File: config.mk
export PLATFORM = sky130hd
export DESIGN_NAME = seq_detect_ctrl_flat
export DESIGN_NICKNAME = d
export VERILOG_FILES = /design/src/rtl/seq_detect_pkg.sv /design/src/rtl/seq_detect_ctrl_if.sv /design/src/rtl/seq_detect_ctrl_pattern_matcher.sv /design/src/rtl/seq_detect_ctrl.sv /design/src/flat_wrapper.sv
export SDC_FILE = /design/constraint.sdc
export NUM_CORES = 1
export LEC_CHECK = 0
export CORE_ASPECT_RATIO = 1.4
export CORE_MARGIN = 1
export CORE_UTILIZATION = 48
export DETAILED_ROUTE_END_ITERATION = 10
export HOLD_SLACK_MARGIN = 0.06
export PLACE_DENSITY = 0.87
export SLEW_MARGIN = 20
export SYNTH_ARGS = -nofsm -noshare
export SYNTH_HDL_FRONTEND = slang
export SYNTH_SLANG_ARGS = --single-unit
File: constraint.sdc
create_clock -name clk -period 2.5 [get_ports clk]
set_clock_uncertainty 0.2 [all_clocks]
set_input_delay 0.375 -clock clk [delete_from_list [all_inputs] [get_ports clk]]
set_output_delay 0.375 -clock clk [all_outputs]
set_load 0.02 [all_outputs]
File: src/rtl/seq_detect_pkg.sv
// Shared types and helpers for the programmable sequence detector.
package seq_detect_pkg;

  typedef enum logic [1:0] {
    StIdle,
    StScan,
    StDone
  } state_e;

  // Width needed to hold a pattern length of 0..max_len.
  function automatic int unsigned len_width(input int unsigned max_len);
    return $clog2(max_len + 1);
  endfunction

endpackage

File: src/rtl/seq_detect_ctrl_if.sv
// Host-side bus of the sequence detector controller: config, control, bit stream, status.
interface seq_detect_ctrl_if
  import seq_detect_pkg::*;
#(
  parameter int unsigned MAX_LEN = 8,
  parameter int unsigned CNT_W   = 8
) ();

  localparam int unsigned LEN_W = len_width(MAX_LEN);

  logic               cfg_valid;
  logic [MAX_LEN-1:0] cfg_pattern;
  logic [LEN_W-1:0]   cfg_len;
  logic               cfg_overlap;
  logic [CNT_W-1:0]   cfg_target;
  logic               cfg_ready;
  logic               cfg_err;
  logic               start;
  logic               abort;
  logic               bit_valid;
  logic               bit_in;
  logic               det_pulse;
  logic [CNT_W-1:0]   match_cnt;
  logic               busy;
  logic               done;

  // Host side.
  modport master (
    output cfg_valid, cfg_pattern, cfg_len, cfg_overlap, cfg_target,
    output start, abort, bit_valid, bit_in,
    input  cfg_ready, cfg_err, det_pulse, match_cnt, busy, done
  );

  // Controller side.
  modport slave (
    input  cfg_valid, cfg_pattern, cfg_len, cfg_overlap, cfg_target,
    input  start, abort, bit_valid, bit_in,
    output cfg_ready, cfg_err, det_pulse, match_cnt, busy, done
  );

endinterface

File: src/rtl/seq_detect_ctrl_pattern_matcher.sv
// Shift-history pattern matcher: keeps the last MAX_LEN bits and how many are valid,
// and flags a combinational match of the low len bits against the pattern.
module pattern_matcher
  import seq_detect_pkg::*;
#(
  parameter int unsigned MAX_LEN = 8,
  parameter int unsigned LEN_W   = len_width(MAX_LEN)
) (
  input  logic               clk,
  input  logic               rst,
  input  logic               clear_i,
  input  logic               enable_i,
  input  logic               bit_i,
  input  logic [MAX_LEN-1:0] pattern_i,
  input  logic [LEN_W-1:0]   len_i,
  input  logic               overlap_i,
  output logic               match_o
);

  logic [MAX_LEN-1:0] hist_q;
  logic [LEN_W-1:0]   fill_q;
  logic [MAX_LEN-1:0] hist_n;
  logic [LEN_W-1:0]   fill_n;
  logic [MAX_LEN-1:0] mask;

  // Candidate history/fill if the current bit is consumed, and the compare mask.
  always_comb begin
    hist_n = {hist_q[MAX_LEN-2:0], bit_i};
    fill_n = (fill_q == LEN_W'(MAX_LEN)) ? fill_q : fill_q + LEN_W'(1);
    mask   = '0;
    for (int unsigned i = 0; i < MAX_LEN; i++) begin
      mask[i] = (LEN_W'(i) < len_i);
    end
    match_o = enable_i && (fill_n >= len_i) && (((hist_n ^ pattern_i) & mask) == '0);
  end

  // History is frozen unless enabled; non-overlap mode restarts the fill after a hit.
  always_ff @(posedge clk) begin
    if (rst) begin
      hist_q <= '0;
      fill_q <= '0;
    end else if (clear_i) begin
      fill_q <= '0;
    end else if (enable_i) begin
      hist_q <= hist_n;
      fill_q <= (match_o && !overlap_i) ? '0 : fill_n;
    end
  end

endmodule

File: src/rtl/seq_detect_ctrl.sv
// Sequence detector controller: config registers, IDLE/SCAN/DONE FSM, match counter
// and registered status pulses around a shared pattern matcher.
module seq_detect_ctrl
  import seq_detect_pkg::*;
#(
  parameter int unsigned MAX_LEN = 8,
  parameter int unsigned CNT_W   = 8
) (
  input  logic           clk,
  input  logic           rst,
  seq_detect_ctrl_if.slave bus
);

  localparam int unsigned LEN_W = len_width(MAX_LEN);

  state_e             state_q;
  logic [MAX_LEN-1:0] pattern_q;
  logic [LEN_W-1:0]   len_q;
  logic               overlap_q;
  logic [CNT_W-1:0]   target_q;
  logic               loaded_q;
  logic [CNT_W-1:0]   match_cnt_q;
  logic               det_pulse_q;
  logic               done_q;
  logic               cfg_err_q;

  logic               cfg_ok;
  logic               cfg_take;
  logic               start_ok;
  logic               scan_en;
  logic               match;
  logic [CNT_W-1:0]   cnt_inc;

  // Config acceptance, start qualification and saturating count increment.
  always_comb begin
    cfg_ok   = (bus.cfg_len != '0) && (bus.cfg_len <= LEN_W'(MAX_LEN));
    cfg_take = (state_q == StIdle) && bus.cfg_valid && cfg_ok;
    // A config landing with start in the same cycle arms the scan by itself.
    start_ok = (state_q == StIdle) && bus.start && (loaded_q || cfg_take);
    // Abort suppresses the match so it never counts.
    scan_en  = (state_q == StScan) && bus.bit_valid && !bus.abort;
    cnt_inc  = (match_cnt_q == '1) ? match_cnt_q : match_cnt_q + CNT_W'(1);
  end

  pattern_matcher #(
    .MAX_LEN (MAX_LEN),
    .LEN_W   (LEN_W)
  ) u_matcher (
    .clk       (clk),
    .rst       (rst),
    .clear_i   (start_ok),
    .enable_i  (scan_en),
    .bit_i     (bus.bit_in),
    .pattern_i (pattern_q),
    .len_i     (len_q),
    .overlap_i (overlap_q),
    .match_o   (match)
  );

  // Controller FSM with config latching, counting and registered pulse outputs.
  always_ff @(posedge clk) begin
    if (rst) begin
      state_q     <= StIdle;
      pattern_q   <= '0;
      len_q       <= '0;
      overlap_q   <= 1'b0;
      target_q    <= '0;
      loaded_q    <= 1'b0;
      match_cnt_q <= '0;
      det_pulse_q <= 1'b0;
      done_q      <= 1'b0;
      cfg_err_q   <= 1'b0;
    end else begin
      det_pulse_q <= 1'b0;
      done_q      <= 1'b0;
      cfg_err_q   <= 1'b0;
      unique case (state_q)
        StIdle: begin
          if (bus.cfg_valid) begin
            if (cfg_ok) begin
              pattern_q <= bus.cfg_pattern;
              len_q     <= bus.cfg_len;
              overlap_q <= bus.cfg_overlap;
              target_q  <= bus.cfg_target;
              loaded_q  <= 1'b1;
            end else begin
              cfg_err_q <= 1'b1;
            end
          end
          if (start_ok) begin
            state_q     <= StScan;
            match_cnt_q <= '0;
          end
        end
        StScan: begin
          if (bus.abort) begin
            state_q <= StIdle;
          end else if (match) begin
            det_pulse_q <= 1'b1;
            match_cnt_q <= cnt_inc;
            if ((target_q != '0) && (cnt_inc == target_q)) begin
              done_q  <= 1'b1;
              state_q <= StDone;
            end
          end
        end
        StDone: begin
          state_q <= StIdle;
        end
        default: begin
          state_q <= StIdle;
        end
      endcase
    end
  end

  assign bus.cfg_ready = (state_q == StIdle);
  assign bus.busy      = (state_q == StScan);
  assign bus.cfg_err   = cfg_err_q;
  assign bus.det_pulse = det_pulse_q;
  assign bus.match_cnt = match_cnt_q;
  assign bus.done      = done_q;

endmodule

File: src/flat_wrapper.sv
// flat-port wrapper written by rule: the top's interface ports become plain ports
module seq_detect_ctrl_flat import seq_detect_pkg::*;
#(
  parameter int unsigned MAX_LEN = 8,
  parameter int unsigned CNT_W   = 8
)
  (clk, rst, bus_cfg_valid, bus_cfg_pattern, bus_cfg_len, bus_cfg_overlap, bus_cfg_target, bus_start, bus_abort, bus_bit_valid, bus_bit_in, bus_cfg_ready, bus_cfg_err, bus_det_pulse, bus_match_cnt, bus_busy, bus_done);
  seq_detect_ctrl_if #(.MAX_LEN(MAX_LEN), .CNT_W(CNT_W)) bus_i ();
  input  logic clk;
  input  logic rst;
  input wire logic [$bits(bus_i.cfg_valid)-1:0] bus_cfg_valid;
  input wire logic [$bits(bus_i.cfg_pattern)-1:0] bus_cfg_pattern;
  input wire logic [$bits(bus_i.cfg_len)-1:0] bus_cfg_len;
  input wire logic [$bits(bus_i.cfg_overlap)-1:0] bus_cfg_overlap;
  input wire logic [$bits(bus_i.cfg_target)-1:0] bus_cfg_target;
  input wire logic [$bits(bus_i.start)-1:0] bus_start;
  input wire logic [$bits(bus_i.abort)-1:0] bus_abort;
  input wire logic [$bits(bus_i.bit_valid)-1:0] bus_bit_valid;
  input wire logic [$bits(bus_i.bit_in)-1:0] bus_bit_in;
  output wire logic [$bits(bus_i.cfg_ready)-1:0] bus_cfg_ready;
  output wire logic [$bits(bus_i.cfg_err)-1:0] bus_cfg_err;
  output wire logic [$bits(bus_i.det_pulse)-1:0] bus_det_pulse;
  output wire logic [$bits(bus_i.match_cnt)-1:0] bus_match_cnt;
  output wire logic [$bits(bus_i.busy)-1:0] bus_busy;
  output wire logic [$bits(bus_i.done)-1:0] bus_done;
  assign bus_i.cfg_valid = bus_cfg_valid;
  assign bus_i.cfg_pattern = bus_cfg_pattern;
  assign bus_i.cfg_len = bus_cfg_len;
  assign bus_i.cfg_overlap = bus_cfg_overlap;
  assign bus_i.cfg_target = bus_cfg_target;
  assign bus_i.start = bus_start;
  assign bus_i.abort = bus_abort;
  assign bus_i.bit_valid = bus_bit_valid;
  assign bus_i.bit_in = bus_bit_in;
  assign bus_cfg_ready = bus_i.cfg_ready;
  assign bus_cfg_err = bus_i.cfg_err;
  assign bus_det_pulse = bus_i.det_pulse;
  assign bus_match_cnt = bus_i.match_cnt;
  assign bus_busy = bus_i.busy;
  assign bus_done = bus_i.done;
  seq_detect_ctrl #(.MAX_LEN(MAX_LEN), .CNT_W(CNT_W)) u_core (.clk(clk), .rst(rst), .bus(bus_i));
endmodule
==> results of run 1 <==
metrics by stage:
step / cell area (um2) / power (mW)
floorplan: 2500 / 0.918
global placement: 3120 / 1.02
detailed placement: 3120 / 1.02
CTS: 3330 / 1.47
global route: 3350 / 1.54
finish: 3350 / 1.47
state kept, by name, indices dropped and copies added, names as in the netlist:
register                 cells
u_core.state_q               2
u_core.len_q                 4
u_core.u_matcher.hist_q      7
u_core.overlap_q             1
u_core.loaded_q              1
u_core.pattern_q             8
u_core.bus.det_pulse         1
u_core.bus.done              1
u_core.u_matcher.fill_q      4
u_core.bus.cfg_err           1
u_core.target_q              8
u_core.bus.match_cnt         8
routing by layer:
layer | routed length [um] | global-route usage (%) | up-vias
met5 | 0 | 0 | -
met4 | 229 | 12.3 | 0
met3 | 311 | 4.84 | 23
met2 | 3470 | 47.7 | 98
met1 | 2820 | 30.6 | 1253
li1 | - | - | 1255
placed cells by master (no fill, tap or decap), types with 7 or more instances in the layout:
cell type / count
o21ai_0: 11
nor2_1: 13
a21oi_1: 34
clkdlybuf4s50_1: 40
xor2_1: 9
buf_4: 31
dfxtp_1: 44
nand3_1: 14
xnor2_1: 7
inv_1: 8
nand2_1: 60
final cells by class:
type | count | area [um2]
Clock inverter | 2 | 13.8
Sequential cell | 46 | 923
Fill cell | 398 | 1570
Timing Repair Buffer | 72 | 644
Clock buffer | 6 | 72.6
Tap cell | 64 | 80.1
Multi-Input combinational cell | 244 | 1580
Inverter | 10 | 37.5
worst max-delay path: cells and delay by family (launching register included):
kind	cells	cell delay (ps)
compound gates	4	660
xor+xnor	1	140
fa+ha+maj	2	440
buf+inv	2	250
flops	1	350
simple gates	3	520
cell usage after synthesis (all sizes together), types with 4 or more instances:
| cell | n |
|---|---|
| nand2 | 61 |
| dfxtp | 46 |
| a21oi | 35 |
| nand3 | 16 |
| nor2 | 16 |
| o21ai | 15 |
| inv | 10 |
| xor2 | 9 |
| xnor2 | 8 |
| and3 | 7 |
| buf | 7 |
| clkbuf | 7 |
| ha | 7 |
| nand2b | 7 |
| nor3 | 6 |
| a22oi | 4 |
final timing paths:
check / from / to / slack [ps] / cells past startpoint
worst max-delay path: u_core.u_matcher.fill_q[0] / u_core.bus.match_cnt[1] / -140 / 12
worst min-delay path: u_core.pattern_q[1] / u_core.pattern_q[1] / 270 / 2
worst max register to register: u_core.u_matcher.fill_q[0] / u_core.bus.match_cnt[1] / -140 / 12
worst min register to register: u_core.pattern_q[1] / u_core.pattern_q[1] / 270 / 2
kinds of logic (layout without fill, tap and decap cells):
logic type	Yosys count	count (layout)	share of synthesized area [%]
mux	1	1	0.402
compound gates	84	84	21.2
fa+ha+maj	7	7	3.51
buf+inv	24	90	3.92
simple gates	135	135	28.1
xor+xnor	17	17	5.97
flops	46	46	36.9
repair_timing:
action                                 in CTS  in global routing
setup buffers                               3                  1
pin swaps                                  17                  3
resized for setup                          21                  6
setup endpoints to repair                  15                 16
endpoints found under the hold margin       0                  0
where the power goes:
group	internal, mW	total (mW)	switching [mW]
sequential	0.756	0.780	0.0244
clock	0.197	0.446	0.248
combinational	0.122	0.246	0.123
==> impl_metrics.yaml, run 1 <==
placement:
  place_ws_ps: -90.4
  place_congestion: 0.974
  dpl.hpwl_um: 4970
  placed_cells: 432
  port_buffers: 40
global_routing:
  grt_max_degree: 22
  grt_pass1_vias: 2544
  antenna_found_initial: 0
  grt_pass1_wl_um: 11600
  track_usage_pct: 26.7
  overflow: 0
worst_setup_path:
  critical_path.max_stage_delay_ps: 350
  endpoint_kind: "flip-flop"
  cp_max_fo: 4
  timing.critical_path.from_type: "flip-flop"
  critPathRequiredTime_ps: 2510
  worstSetupPathType: "flip-flop to flip-flop"
  worst_path_max_delay_cell: "dfxtp_2"
  worstPathArrival_ps: 2650
  crit_chain: "inv_2 -> ha_4 -> and3b_2 -> xnor2_1 -> ha_1 -> nand2b_4 -> a211oi_4 -> o21bai_1 -> nand4_1 -> buf_4 -> a211o_1 -> o32ai_2"
synthesis:
  yosysWarnings: 0
  yosysUniqueCellTypes: 55
  async_flop_share_pct: 0
  synth_area_leaders: "dfxtp_1 37%, nand2_1 9.0%, a21oi_1 7.0%, ha_1 3.5%, xor2_1 3.2%"
  synth.net_count: 349
  ys_ff_latch: 46
  syn_avg_cell_area_um2: 7.94
  ys_seq_area_share_pct: 36.9
  syn_inst: 314
  synth_edf_count: 0
  yosys.area.top_type: "dfxtp_1"
  synth_top_area_share_pct: 36.9
  syn-cell-area_um2: 2490
  ys.flop_type: "dfxtp_1"
floorplan:
  rows: 30
  dieArea_um2: 5490
  chipWidth_um: 62.9
  core_area_um2: 4920
  die_y_um: 87.3
  io_pins: 41
  initial_utilization_pct: 50.7
drt:
  avgViaCountPerCell: 5.92
  drt_wl_total_um: 6830
  route.detailed.drc: 0
  wl_per_cell_um: 15.4
  num_vias: 2629
  antenna_left: 0
  dr.first_iter.drc_count: 191
  dr.pass1.iters: 5
job:
  maxCapViolCount: 0
status:
  violations: "setup timing"
  status: "complete, but fails checks"
clock_network:
  clock_sinks: 46
  cts_tree: "built"
  insertion_delay_ps: 300
  clk_transition_reported_paths_ps: 90
  htreeDepth: 2
  cts-root-buf: "clkbuf_8"
  holdBufCountCts: 0
  cts_made_buffers: 5
  ctsLongestPathBuffers: 2
cells_and_area:
  drive_above_1_share_pct: 17.6
  final_util_pct: 68.1
  fin_nets: 414
  final_cells: 444
  area_delta_synth_final_pct: 34.3
  diodes: 0
sta:
  period_share_pct: 106
  fin_crit_ps: 2640
  setup-tns-final_ps: -1050
  slew_headroom_pct: 71.7
  rsz0062_at_grt: "true"
  setup_slack_ps: -138
  max_freq_ghz: 0.379
  tightest_slew_ps: 425
  hold_viol: 0
  drv_slew: 0
  finalSetupViolations: 15
  holdWs_ps: 271
worst_hold_path:
  hold_path.class: "flip-flop to flip-flop"
power_and_ir_drop:
  p_leak_nw: 1.27
  ir_drop_v: 0.000461
  p_per_area_nw_per_um2: 439
No activity file was read; power rests on OpenSTA's default activity.
==> run 2: changes to the inputs <==
- CAP_MARGIN: unset -> 30
==> results of run 2 <==
The final DEF is identical to that of run 1; final timing and power are the same.
